### config.mk
export PLATFORM = sky130hd
export DESIGN_NAME = pipeline_ctrl
export DESIGN_NICKNAME = d
export VERILOG_FILES = /design/src/rtl/pipeline_ctrl.sv
export SDC_FILE = /design/constraint.sdc
export NUM_CORES = 1
export LEC_CHECK = 0
export CAP_MARGIN = 20
export CORE_MARGIN = 2
export CORE_UTILIZATION = 35
export CTS_BUF_LIST = sky130_fd_sc_hd__clkbuf_4 sky130_fd_sc_hd__clkbuf_8
export DETAILED_ROUTE_END_ITERATION = 10
export PLACE_DENSITY_LB_ADDON = 0.05
export RECOVER_POWER = 100
export SKIP_CTS_REPAIR_TIMING = 1
export SYNTH_ARGS = -nofsm -noshare
export SYNTH_HDL_FRONTEND = slang
export SYNTH_SLANG_ARGS = --single-unit
### constraint.sdc
create_clock -name clock -period 4.45 [get_ports clock]
set_input_delay 0.89 -clock clock [delete_from_list [all_inputs] [get_ports clock]]
set_output_delay 0.89 -clock clock [all_outputs]
set_load 0.01 [all_outputs]
### src/rtl/pipeline_ctrl.sv
// Stall/flush/exception sequencer for the five-stage pipeline.
// Events are accepted in RUN/DIV_WAIT; each flush state lasts exactly one cycle.
//
// state      | meaning
// RUN        | normal issue; load-use stall is combinational
// DIV_WAIT   | divide occupies EX; front end held, EX/MEM fed bubbles
// EXC_FLUSH  | flush all stages, redirect to handler, pulse CP0 write
// ERET_FLUSH | flush all stages, redirect to EPC, pulse CP0 eret
module pipeline_ctrl #(
  parameter int unsigned DIV_CYCLES = 32,
  parameter logic [31:0] EXC_VECTOR = 32'h0000_F000
) (
  input  logic        clock,
  input  logic        reset,
  input  logic        ID_LoadUseHazard,
  input  logic        EX_DivStart,
  input  logic        WB_Overflow,
  input  logic        WB_Divide_zero,
  input  logic        WB_Syscall,
  input  logic        WB_Break,
  input  logic        WB_Reserved_intruction,
  input  logic        WB_Eret,
  input  logic [31:0] WB_PC,
  input  logic [5:0]  ext_int,
  input  logic        int_enable,
  input  logic [31:0] EPC_value,
  output logic        PC_stall,
  output logic        IF_ID_stall,
  output logic        ID_EX_stall,
  output logic        IF_ID_flush,
  output logic        ID_EX_flush,
  output logic        EX_MEM_flush,
  output logic        MEM_WB_flush,
  output logic        PC_redirect,
  output logic [31:0] PC_redirect_addr,
  output logic        CP0_exc_write,
  output logic [4:0]  CP0_cause_code,
  output logic [31:0] CP0_epc,
  output logic        CP0_eret,
  output logic        div_busy
);

  localparam int CW = $clog2(DIV_CYCLES);

  typedef enum logic [1:0] {RUN, DIV_WAIT, EXC_FLUSH, ERET_FLUSH} state_t;

  state_t        state_q, state_d;
  logic [CW-1:0] cnt_q, cnt_d;
  logic [4:0]    cause_q, cause_d;
  logic [31:0]   epc_q, epc_d;

  logic       sync_exc;
  logic       irq;
  logic [4:0] sync_cause;

  assign sync_exc = WB_Overflow | WB_Divide_zero | WB_Syscall | WB_Break |
                    WB_Reserved_intruction;
  assign irq      = int_enable & (|ext_int);

  always_comb begin
    if (WB_Reserved_intruction) sync_cause = 5'd10;
    else if (WB_Overflow)       sync_cause = 5'd12;
    else if (WB_Divide_zero)    sync_cause = 5'd7;
    else if (WB_Syscall)        sync_cause = 5'd8;
    else                        sync_cause = 5'd9;
  end

  always_ff @(posedge clock) begin
    if (reset) begin
      state_q <= RUN;
      cnt_q   <= '0;
      cause_q <= '0;
      epc_q   <= '0;
    end else begin
      state_q <= state_d;
      cnt_q   <= cnt_d;
      cause_q <= cause_d;
      epc_q   <= epc_d;
    end
  end

  always_comb begin
    state_d          = state_q;
    cnt_d            = cnt_q;
    cause_d          = cause_q;
    epc_d            = epc_q;
    PC_stall         = 1'b0;
    IF_ID_stall      = 1'b0;
    ID_EX_stall      = 1'b0;
    IF_ID_flush      = 1'b0;
    ID_EX_flush      = 1'b0;
    EX_MEM_flush     = 1'b0;
    MEM_WB_flush     = 1'b0;
    PC_redirect      = 1'b0;
    PC_redirect_addr = '0;
    CP0_exc_write    = 1'b0;
    CP0_eret         = 1'b0;
    div_busy         = 1'b0;

    case (state_q)
      RUN, DIV_WAIT: begin
        if (state_q == DIV_WAIT) begin
          PC_stall     = 1'b1;
          IF_ID_stall  = 1'b1;
          ID_EX_stall  = 1'b1;
          EX_MEM_flush = 1'b1;
          div_busy     = 1'b1;
        end
        if (sync_exc) begin
          state_d = EXC_FLUSH;
          cause_d = sync_cause;
          epc_d   = WB_PC;
        end else if (WB_Eret) begin
          state_d = ERET_FLUSH;
        end else if (irq) begin
          // The WB instruction retires, so the handler returns to the next one.
          state_d = EXC_FLUSH;
          cause_d = 5'd0;
          epc_d   = WB_PC + 32'd4;
        end else if (state_q == DIV_WAIT) begin
          if (cnt_q == '0) state_d = RUN;
          else             cnt_d   = cnt_q - CW'(1);
        end else if (EX_DivStart) begin
          state_d = DIV_WAIT;
          cnt_d   = CW'(DIV_CYCLES - 1);
        end else if (ID_LoadUseHazard) begin
          PC_stall    = 1'b1;
          IF_ID_stall = 1'b1;
          ID_EX_flush = 1'b1;
        end
      end
      EXC_FLUSH: begin
        IF_ID_flush      = 1'b1;
        ID_EX_flush      = 1'b1;
        EX_MEM_flush     = 1'b1;
        MEM_WB_flush     = 1'b1;
        PC_redirect      = 1'b1;
        PC_redirect_addr = EXC_VECTOR;
        CP0_exc_write    = 1'b1;
        state_d          = RUN;
      end
      ERET_FLUSH: begin
        IF_ID_flush      = 1'b1;
        ID_EX_flush      = 1'b1;
        EX_MEM_flush     = 1'b1;
        MEM_WB_flush     = 1'b1;
        PC_redirect      = 1'b1;
        PC_redirect_addr = EPC_value;
        CP0_eret         = 1'b1;
        state_d          = RUN;
      end
      default: state_d = RUN;
    endcase
  end

  assign CP0_cause_code = cause_q;
  assign CP0_epc        = epc_q;

endmodule

==> results of run 1 <==
-- worst max-delay path, stage by stage --
cell and delay, ps:
clkdlybuf4s50_1 480, or3_4 450, or2_2 340, nor3_1 210
nand3b_1 150, a21oi_1 210, clkdlybuf4s50_1 590
-- state kept, by name (all words and copies together), names as in the netlist --
name / flops
cnt_q: 5
state_q: 2
CP0_cause_code: 4
CP0_epc: 32
-- logic make-up after synthesis --
logic type,count (synthesis),share of synthesized area [%]
simple gates,156,31.98
compound gates,63,18.05
xor+xnor,28,9.382
other cells,1,0.1435
buf+inv,37,6.558
flops,43,32.93
fa+ha+maj,2,0.9572
-- final cells by class --
class,instances,area (µm²)
repair buffers,165,1633
multi-input cells,250,1559
clock inverters,2,12.51
clock buffers,6,76.32
well taps,99,123.9
inverters,8,30.03
flip-flops and latches,43,860.8
fillers,719,2958
-- Yosys cell counts, drive strengths merged, types with 12 or more instances --
master and n:
clkbuf 20, nor3 12, nand4 14, and3 30, a21oi 12, xnor2 12, dfxtp 43, nand2 18
nor2 49, xor2 16, a211oi 29
-- power by group --
group	switching (mW)	total, mW	leakage [nW]	internal [mW]
clock	0.136	0.252	0.0446	0.116
sequential	0.0129	0.426	0.356	0.414
combinational	0.113	0.255	1.39	0.142
total	0.262	0.933	1.79	0.672
-- routing by layer --
layer / part of all wire [%] / track usage [%]
met5: 0 / 0
met2: 49 / 35.03
met4: 1.1 / 3.590
met1: 43 / 23.92
met3: 7.4 / 6.511
-- through the flow --
stage	instance area [µm²]	hold slack, ps	cells	worst slack, ps
floorplan	2614	441.2	330	1056
global placement	4252	443.9	565	259.5
detailed placement	4252	448.1	565	232.0
CTS	4340	459.7	573	225.2
global route	4295	474.2	573	131.3
finish	4295	454.1	573	219.7
-- worst max-delay path by stage --
stage	to	slack, ps
global route	PC_stall	130
detailed placement	IF_ID_stall	230
finish	IF_ID_stall	220
CTS	IF_ID_stall	230
floorplan	PC_stall	1060
global placement	IF_ID_stall	260
==> results.cfg, run 1 <==
[floorplanning]
die_h_um = 90.42
io_pins = 161
die_w_um = 90.42
initial_core_util_pct = 36.04
dieArea_mm2 = 0.008175
rows = 31
core_mm2 = 0.007253

[clock_tree]
cts.clk_slew.worst_paths_ps = 80
cts_buffer_depth = 2
cts_tree = built
h-tree-depth = 2
root_buffer = clkbuf_8
cts.sinks = 43
clock_latency_ps = 300
cts-buffers-inserted = 5

[hold_path]
min-delay-start = CP0_epc[0]$_SDFFE_PP0P_
min_path_cells = 2
hp-class = flip-flop to flip-flop
hold_end = CP0_epc[0]$_SDFFE_PP0P_

[synth]
synthFlopType = dfxtp_1
synth_edf_count = 0
syn_area_mm2 = 0.002614
ys_ff_latch = 43
synth_nets = 413
yosys_warnings = 0
async_flop_share_pct = 0
syn_inst = 330
yosys-top-cells-area = dfxtp_1 33%, a211oi_1 8.0%, and3_1 7.2%, nor2_1 7.0%, xor2_1 5.4%
synth_seq_area_share_pct = 32.93
syn_avg_cell_area_um2 = 7.920
synth.largest_area_cell = dfxtp_1
synth.distinct_cells = 50
synth_top_area_share_pct = 32.93

[drt]
wl_per_cell_um = 14.80
drt_iter0_drc = 76
route.detailed.drc = 0
vias_per_cell = 4.991
drt-total-wl_mm = 8.478
via_count = 2860
ant_nets = 0
firstDrtPassIters = 4

[worst_setup_path]
worstSetupStartpoint = WB_Divide_zero
required_ps = 3560
critPathKind = input pin to output port
r2r_start = state_q[1]$_SDFFE_PP0P_
startpoint_type = input pin
rr_worst_depth = 6
path_max_fanout = 6
r2r-end = cnt_q[3]$_SDFFE_PP0P_
end_kind = output port
reg2reg_slack_ps = 840
cp.arrival_ps = 3340

[power]
leakage_nw = 1.792
power_density_mw_per_mm2 = 217.2
irDropWorstVdd_mv = 0.1225
power_mw = 0.9331

[finish]
drive_gt1_share_pct = 4.852
syn_to_final_growth_pct = 64.34
final_util_pct = 59.22
diodes = 0
layout_common_cells = 83 x clkdlybuf4s50_1, 76 x dlygate4sd3_1, 49 x nor2_1
fin_nets = 556
final_common_cell = clkdlybuf4s50_1

[timing]
period_minus_slack_ps = 4230
slew_violations = 51
worst_pin_slew_ps = 1632
finalSetupViolations = 0
skew_ps = 9.526
fin_crit_sh_pct = 95.06
setup_tns_ps = 0
fmax_ghz = 0.2364
rsz0062_at_grt = no
slew_headroom_pct = -8.801
finalHoldViolCount = 0

[place]
place_congestion = 0.7495
io_buffers = 159
place_hpwl_mm = 6.548

[global_routing]
grt_use_total_pct = 19.92
grt_max_degree = 51
grt_overflow_total = 0
grt_pass1_wl_mm = 13.37
grt_pass1_vias = 2729
antenna_found_initial = 0

[run_status]
status = finished with violations
violations = max-capacitance violations, max-slew violations

[flow_run]
drv_cap = 1
(Power assumes the default switching activity.)
==> inputs of run 2 (changes only) <==
ABC_AREA = 0   (was not set)
==> results of run 2 <==
Same layout as run 1: the final DEF is identical, and so are final timing and power.
==> inputs of run 3 (changes only) <==
CORE_MARGIN = 5   (was 2)
==> run 3 against run 2 <==
Compared with the run above: the flow still finishes with violations (max-capacitance violations, max-slew violations); non-clock buffer count grew 1; core utilization grew 0.69 points; clock-buffer cell count is 1 lower; wire length up 4.3%; largest power group unchanged.
==> results.cfg, run 3 (synthesis gave the netlist of run 1 again) <==
[floorplanning]
die_h_um = 96.42
dieArea_mm2 = 0.009296
rows = 31
initial_core_util_pct = 36.04
die_w_um = 96.42
io_pins = 161
core_mm2 = 0.007253

[timing]
rsz0062_at_grt = no
fin_crit_sh_pct = 94.55
finalHoldViolCount = 0
setup_tns_ps = 0
slew_violations = 33
finalSetupViolations = 0
slew_headroom_pct = -37.13
fmax_ghz = 0.2377
period_minus_slack_ps = 4208
worst_pin_slew_ps = 2005
skew_ps = 12.30

[run_status]
status = finished with violations
violations = max-capacitance violations, max-slew violations

[finish]
largest_reg_flops = 32
stdcell_area_mm2 = 0.004345
syn_to_final_growth_pct = 66.25
layout_common_cells = 84 x clkdlybuf4s50_1, 75 x dlygate4sd3_1, 49 x nor2_1
final_common_cell = clkdlybuf4s50_1
layout.cells.non_filler = 574
drive_gt1_share_pct = 5.053
fin_nets = 557
final_util_pct = 59.91
diodes = 0

[worst_setup_path]
required_ps = 3560
end_kind = output port
r2r_start = state_q[0]$_SDFFE_PP0P_
reg2reg_slack_ps = 750
cp.arrival_ps = 3320
path_max_fanout = 6
startpoint_type = input pin
r2r-end = cnt_q[3]$_SDFFE_PP0P_
rr_worst_depth = 6
critPathKind = input pin to output port

[place]
dpl_cell_area_mm2 = 0.004252
dp_cells = 565
place_hpwl_mm = 6.938
io_buffers = 159
place_congestion = 0.8058

[power]
power_mw = 0.9963
power_density_mw_per_mm2 = 229.3
irDropWorstVdd_mv = 0.1467
leakage_nw = 1.817

[hold_path]
min_path_cells = 2
hp-class = flip-flop to flip-flop
min-delay-start = CP0_epc[1]$_SDFFE_PP0P_
hold_end = CP0_epc[1]$_SDFFE_PP0P_

[clock_tree]
cts.sinks = 43
cts_tree = built
cts-buffers-inserted = 5
h-tree-depth = 2
cts.clk_slew.worst_paths_ps = 80
cts_buffer_depth = 2
clock_latency_ps = 300
root_buffer = clkbuf_8

[global_routing]
grt_pass1_vias = 2751
grt_use_total_pct = 18.61
grt_max_degree = 51
grt_pass1_wl_mm = 13.61
grt_overflow_total = 0
antenna_found_initial = 0

[drt]
via_count = 2878
drt_iter0_drc = 102
vias_per_cell = 5.014
wl_per_cell_um = 15.41
ant_nets = 0
drt-total-wl_mm = 8.843
firstDrtPassIters = 4
route.detailed.drc = 0

[flow_run]
drv_cap = 2
run 3: cell types whose count changed in the layout (fill, tap and decap cells not counted), sizes merged:
cell and change:
dlygate4sd3 -1, clkbuf -1, bufinv +1, clkdlybuf4s50 +1
buf +1, clkinvlp -1, clkinv +1
run 3: final cells by class:
class                      count  area, µm²
sequential                    43      860.8
inverter                       8      30.03
clock inverter                 3      43.79
timing repair buffer         166       1660
multi-input combinational    250       1558
tap                           99      123.9
clock buffer                   5      68.82
fill                         674       2908
run 3: report_power, final:
group | total (mW) | switching, mW | leakage [nW] | internal (mW)
Sequential | 0.427 | 0.0134 | 0.356 | 0.414
Clock | 0.309 | 0.142 | 0.0581 | 0.167
Combinational | 0.260 | 0.115 | 1.40 | 0.145
Total | 0.996 | 0.271 | 1.82 | 0.726
run 3: per-stage QoR:
step	setup WS, ps	hold WS, ps
floorplan	1056	441.2
global placement	270.8	443.1
detailed placement	224.9	452.9
CTS	218.0	464.5
global route	61.92	474.6
finish	242.3	458.8
run 3: worst max-delay path, cell delays in order:
cell	delay (ps)
clkdlybuf4s50_1	470
or3_4	450
or2_2	330
nor3_1	230
nand3b_1	160
a21oi_1	220
clkdlybuf4s50_1	570
run 3: per-layer routing:
layer  up-vias  track usage, %  share of wire, %
li1       1472               -                 -
met1      1291           22.80                43
met2       105           30.76                47
met3        10           6.816               9.2
met4         0           5.023               1.5
met5         -               0                 0
run 3: worst max-delay path by stage:
stage | cells after the start | from | slack, ps | end
detailed placement | 7 | WB_Divide_zero | 220 | IF_ID_stall
global placement | 7 | WB_Divide_zero | 270 | IF_ID_stall
CTS | 7 | WB_Divide_zero | 220 | IF_ID_stall
floorplan | 6 | WB_Divide_zero | 1060 | PC_stall
finish | 7 | WB_Divide_zero | 240 | IF_ID_stall
global route | 7 | WB_Divide_zero | 60 | IF_ID_stall
==> edit 1: new RTL, flow settings as in run 3 <==
Change the parameter `DIV_CYCLES` from 32 to 16.
--- a/src/rtl/pipeline_ctrl.sv
+++ b/src/rtl/pipeline_ctrl.sv
@@ -7,7 +7,7 @@
 // EXC_FLUSH  | flush all stages, redirect to handler, pulse CP0 write
 // ERET_FLUSH | flush all stages, redirect to EPC, pulse CP0 eret
 module pipeline_ctrl #(
-  parameter int unsigned DIV_CYCLES = 32,
+  parameter int unsigned DIV_CYCLES = 16,
   parameter logic [31:0] EXC_VECTOR = 32'h0000_F000
 ) (
   input  logic        clock,
Formal check against the unedited RTL: no difference found for any inputs over 4 cycles, from zero or initial values and one cycle with reset high; that may be too few to reach the edited logic, so the function may still have changed.
==> edit 1 against run 3 <==
- sequential cell count fell by 1
- hold slack got worse by 0.0057 ns
- total power fell by 6.7%
- synthesized area fell by 3.4%
- via count fell by 2.3%
- combinational power fell by 3%
- sequential share of layout area barely moved
- global-route usage fell by 0.28 points
- wire length fell by 6.6%
- worst setup slack improved by 0.13 ns
- first-iteration DRC count fell by 30%
- final area fell by 2.6%
- final cell count fell by 0.87%
- largest cell class unchanged
==> edit 1: results <==
<?xml version="1.0" encoding="UTF-8"?>
<metrics>
  <group name="final_layout">
    <metric name="final_nets" unit="">552</metric>
    <metric name="final_cell_count_no_fill" unit="">569</metric>
    <metric name="fillCellCount" unit="">691</metric>
  </group>
  <group name="cts">
    <metric name="cts-buffers-inserted" unit="">5</metric>
  </group>
  <group name="logic_synthesis">
    <metric name="async_reset_ff_share" unit="%">0</metric>
    <metric name="synth_fp_nets" unit="">410</metric>
    <metric name="number_of_cells_produced_by_synthesis" unit="">327</metric>
    <metric name="synthDistinctLibCells" unit="">45</metric>
    <metric name="synth.yosys.seq_area_share" unit="%">33.3</metric>
    <metric name="synth_top_cells_by_area" unit="">sky130_fd_sc_hd__dfxtp_1, sky130_fd_sc_hd__a211oi_1, sky130_fd_sc_hd__and3_1</metric>
  </group>
  <group name="place">
    <metric name="finalWeightedCongestion" unit="">0.805</metric>
    <metric name="detailed_place_hpwl" unit="um">6670</metric>
    <metric name="placed_cells_incl_taps" unit="">561</metric>
  </group>
  <group name="critical_path">
    <metric name="critical_path.top_delay_family" unit="">buffers and inverters</metric>
    <metric name="cpPeakStageDelay" unit="ns">0.64</metric>
    <metric name="critical_path.slowest_cell" unit="">sky130_fd_sc_hd__dlygate4sd3_1</metric>
    <metric name="crit-reg2reg-launch" unit="">state_q[1]</metric>
    <metric name="critPathArrivalTime" unit="ns">3.18</metric>
  </group>
  <group name="global_routing">
    <metric name="track_usage" unit="%">18.3</metric>
    <metric name="via_count_of_the_first_global_routing_pass" unit="">2750</metric>
    <metric name="grt_start_max_net_pins" unit="">46</metric>
    <metric name="grt_first_pass_wirelength" unit="um">13200</metric>
    <metric name="number_of_antenna_violations_at_the_first_check_in_global_routing" unit="">0</metric>
  </group>
  <group name="run_status">
    <metric name="run_status" unit="">completed</metric>
  </group>
  <group name="hold_path">
    <metric name="timing.hold.worst_endpoint" unit="">CP0_epc[0]</metric>
    <metric name="min_from" unit="">CP0_epc[0]</metric>
  </group>
  <group name="timing">
    <metric name="slew_headroom" unit="%">4.49</metric>
    <metric name="finClkSkew" unit="ns">0.00992</metric>
  </group>
  <group name="drt">
    <metric name="initialDrtViolationCount" unit="">71</metric>
    <metric name="wire_per_inst" unit="um">14.5</metric>
    <metric name="viasPerCell" unit="">4.94</metric>
  </group>
  <group name="power_and_ir_drop">
    <metric name="power_leakage" unit="uW">0.00179</metric>
  </group>
</metrics>
[edit 1: changes by cell type in the layout (fill, tap and decap cells not counted), moves of 3 or more]
cell / delta
sky130_fd_sc_hd__nand4_1: -8
sky130_fd_sc_hd__xor2_1: -8
sky130_fd_sc_hd__xnor2_1: +6
sky130_fd_sc_hd__nor4_1: +5
sky130_fd_sc_hd__o21ai_0: +4
sky130_fd_sc_hd__buf_4: -3
sky130_fd_sc_hd__nand3_1: -3
sky130_fd_sc_hd__nor2_1: -3
[edit 1: how the worst max path moves through the flow]
stage,from,endpoint,cells after the start
6_report,WB_Divide_zero,PC_stall,7
5_1_grt,WB_Divide_zero,PC_stall,7
4_1_cts,WB_Divide_zero,PC_stall,7
3_5_place_dp,WB_Divide_zero,PC_stall,7
3_3_place_gp,ext_int[1],PC_stall,7
2_1_floorplan,ext_int[1],PC_stall,6
[edit 1: cell families after synthesis]
| kind of cell | synth area share [%] |
|---|---|
| and+or+nand+nor | 33.3 |
| AOI/OAI and AO/OA | 16.4 |
| DFF | 33.3 |
| buffers and inverters | 6.44 |
| xor gates and xnor gates | 9.02 |
| adders and majority gates | 0.991 |
| other | 0.149 |
| muxes | 0.397 |
[edit 1: tightest hold or removal path, delay by kind of cell (launching register included)]
kind	cells	cell delay, ns
compound gates	1	0.05
simple gates	1	0.05
flops	1	0.31
[edit 1: per-stage QoR]
stage / area, sq um / setup WS, ns / hold slack (ns) / total power (uW)
after floorplan: 2520 / 1.38 / 0.448 / 529
after global placement: 4160 / 0.536 / 0.443 / 696
after detailed placement: 4160 / 0.477 / 0.449 / 699
after CTS: 4260 / 0.464 / 0.462 / 962
after global routing: 4230 / 0.149 / 0.488 / 982
final: 4230 / 0.377 / 0.453 / 930
[edit 1: final cells by class]
cell class / count / area, sq um / share of cell area (%)
clock inverters: 2 / 12.5 / 0.296
flip-flops and latches: 42 / 841 / 19.9
inverters: 9 / 33.8 / 0.798
well taps: 99 / 124 / 2.93
repair buffers: 164 / 1620 / 38.3
clock buffers: 6 / 82.6 / 1.95
multi-input cells: 247 / 1520 / 35.9
[edit 1: where the power goes]
part	switching [uW]	internal (uW)	total [uW]	leakage [uW]
sequential	14.4	405	419	0.000348
clock	135	125	260	0.0000472
combinational	108	143	251	0.00139
[edit 1: layer usage]
| layer | global-route usage (%) | routed length (um) | share of wire [%] | vias to the layer above |
|---|---|---|---|---|
| li1 | - | - | - | 1447 |
| met1 | 21.2 | 3210 | 39 | 1242 |
| met2 | 31.4 | 4040 | 49 | 116 |
| met3 | 7.25 | 927 | 11 | 6 |
| met4 | 5.05 | 85 | 1.0 | 0 |
| met5 | 0 | 0 | 0 | - |
==> edit 2: new RTL, settings of run 3 <==
Made on the original files. Add an input register stage for `EX_DivStart` and `WB_Divide_zero`; this delays them by one clock. The other inputs are not delayed to match.
--- a/src/rtl/pipeline_ctrl.sv
+++ b/src/rtl/pipeline_ctrl.sv
@@ -44,6 +44,14 @@
 
   typedef enum logic [1:0] {RUN, DIV_WAIT, EXC_FLUSH, ERET_FLUSH} state_t;
 
+  logic EX_DivStart_q;
+  logic WB_Divide_zero_q;
+
+  always_ff @(posedge clock) begin
+    EX_DivStart_q    <= EX_DivStart;
+    WB_Divide_zero_q <= WB_Divide_zero;
+  end
+
   state_t        state_q, state_d;
   logic [CW-1:0] cnt_q, cnt_d;
   logic [4:0]    cause_q, cause_d;
@@ -53,14 +61,14 @@
   logic       irq;
   logic [4:0] sync_cause;
 
-  assign sync_exc = WB_Overflow | WB_Divide_zero | WB_Syscall | WB_Break |
+  assign sync_exc = WB_Overflow | WB_Divide_zero_q | WB_Syscall | WB_Break |
                     WB_Reserved_intruction;
   assign irq      = int_enable & (|ext_int);
 
   always_comb begin
     if (WB_Reserved_intruction) sync_cause = 5'd10;
     else if (WB_Overflow)       sync_cause = 5'd12;
-    else if (WB_Divide_zero)    sync_cause = 5'd7;
+    else if (WB_Divide_zero_q)    sync_cause = 5'd7;
     else if (WB_Syscall)        sync_cause = 5'd8;
     else                        sync_cause = 5'd9;
   end
@@ -120,7 +128,7 @@
         end else if (state_q == DIV_WAIT) begin
           if (cnt_q == '0) state_d = RUN;
           else             cnt_d   = cnt_q - CW'(1);
-        end else if (EX_DivStart) begin
+        end else if (EX_DivStart_q) begin
           state_d = DIV_WAIT;
           cnt_d   = CW'(DIV_CYCLES - 1);
         end else if (ID_LoadUseHazard) begin
Behaviour: not the same (Yosys sat finds a counterexample within 4 cycles, from zero or initial values and one cycle with reset high).
==> edit 2 against run 3 <==
- the run still ends with capacitance limit, slew limit left
- total power down 3.0%
- wire length down 1.2%
- final area down 1.8%
- via count up 1.4%
- worst setup slack better by 0.0035 ns
- clock power down 12%
- sequential share of layout area up 1.3 points
- sequential cell count up 2
- hold slack worse by 0.0054 ns
- combinational power down 5%
- global-route usage down 0.40 points
- synthesized area down 2.1%
==> edit 2: results <==
<?xml version="1.0" encoding="UTF-8"?>
<metrics>
  <group name="run_status">
    <metric name="run_status" unit="">complete, but fails checks</metric>
    <metric name="violations_in_the_final_reports" unit="">capacitance limit, slew limit</metric>
  </group>
  <group name="drt">
    <metric name="met2WireLength" unit="um">4180</metric>
    <metric name="wl_met3" unit="um">1020</metric>
    <metric name="initialDrtViolationCount" unit="">74</metric>
    <metric name="met1_length" unit="um">3470</metric>
    <metric name="drt_wl_total" unit="um">8740</metric>
    <metric name="viasPerCell" unit="">5.14</metric>
  </group>
  <group name="timing">
    <metric name="final_max_slew_violation_count" unit="">14</metric>
    <metric name="finClkSkew" unit="ns">0.0129</metric>
    <metric name="actual_slew_at_the_worst_max_slew_pin" unit="ns">1.58</metric>
  </group>
  <group name="global_routing">
    <metric name="grt_start_max_net_pins" unit="">43</metric>
    <metric name="via_count_of_the_first_global_routing_pass" unit="">2750</metric>
  </group>
  <group name="place">
    <metric name="detailed_place_hpwl" unit="um">6910</metric>
    <metric name="finalWeightedCongestion" unit="">0.775</metric>
    <metric name="placed_area" unit="sq um">4230</metric>
  </group>
  <group name="critical_path">
    <metric name="cpPeakStageDelay" unit="ns">0.60</metric>
    <metric name="critPathArrivalTime" unit="ns">3.31</metric>
  </group>
  <group name="power_and_ir_drop">
    <metric name="power_leakage" unit="uW">0.00180</metric>
    <metric name="vdd_drop_max" unit="mV">0.154</metric>
  </group>
  <group name="logic_synthesis">
    <metric name="synthDistinctLibCells" unit="">46</metric>
    <metric name="synth_fp_nets" unit="">404</metric>
    <metric name="ys.flop_type" unit="">sky130_fd_sc_hd__dfxtp_1</metric>
    <metric name="synth_top_cells_by_area" unit="">sky130_fd_sc_hd__dfxtp_1, sky130_fd_sc_hd__and3_1, sky130_fd_sc_hd__xor2_1</metric>
    <metric name="synth.yosys.seq_area_share" unit="%">35.2</metric>
    <metric name="yosys-top-cells-count" unit="">sky130_fd_sc_hd__dfxtp_1, sky130_fd_sc_hd__a21oi_1, sky130_fd_sc_hd__and3_1</metric>
  </group>
  <group name="job">
    <metric name="cap_viol_max_count" unit="">2</metric>
  </group>
  <group name="final_layout">
    <metric name="final_nets" unit="">551</metric>
    <metric name="post_route_cells_drive_above_1_share" unit="%">3.62</metric>
  </group>
</metrics>
[edit 2: changes by cell type in the layout (fill, tap and decap cells not counted), sizes merged, moves of 3 or more]
cell    delta
a21oi     +20
xnor2      -6
xor2       +6
or4        +3
nor3       -5
or3        -4
nor2      -25
nor4       -3
buf        -3
a211oi    -22
clkbuf     +4
o21ai     +24
[edit 2: cell families after synthesis]
group,share of synthesized area [%]
AND/OR/NAND/NOR,27.2
adder cells (fa/ha/maj),0.977
flip-flops,35.2
buffers and inverters,6.06
XOR/XNOR,9.58
AO/OA/AOI/OAI,20.8
other,0.146
[edit 2: path summary, 6_finish.rpt]
check                           slack [ns]  cells past startpoint                   start          end
worst max register to register        0.81                      6              state_q[0]     cnt_q[3]
worst max-delay path                  0.25                      7  WB_Reserved_intruction  IF_ID_stall
worst min-delay path                  0.45                      2              CP0_epc[1]   CP0_epc[1]
worst min register to register        0.45                      2              CP0_epc[1]   CP0_epc[1]
[edit 2: through the flow]
step / setup slack [ns] / hold WS (ns) / instances
after floorplan: 1.02 / 0.441 / 321
after global placement: 0.346 / 0.441 / 560
after detailed placement: 0.314 / 0.451 / 560
after CTS: 0.292 / 0.463 / 568
after global routing: 0.107 / 0.486 / 568
final: 0.246 / 0.453 / 568
[edit 2: area by class of cell]
cell class	count	area (sq um)
Timing Repair Buffer	166	1630
Clock buffer	6	82.6
Inverter	8	30.0
Tap cell	99	124
Clock inverter	2	13.8
Multi-Input combinational cell	242	1490
Fill cell	677	2910
Sequential cell	45	901
[edit 2: per-layer routing]
layer,track usage [%],vias to the layer above
met1,20.1,1329
li1,-,1445
met5,0,-
met2,32.3,139
met3,7.26,6
met4,4.86,0
[edit 2: power by group]
group          switching [uW]  total (uW)  internal (uW)
Clock                     145         271            126
Sequential               16.8         450            433
Combinational             107         246            138
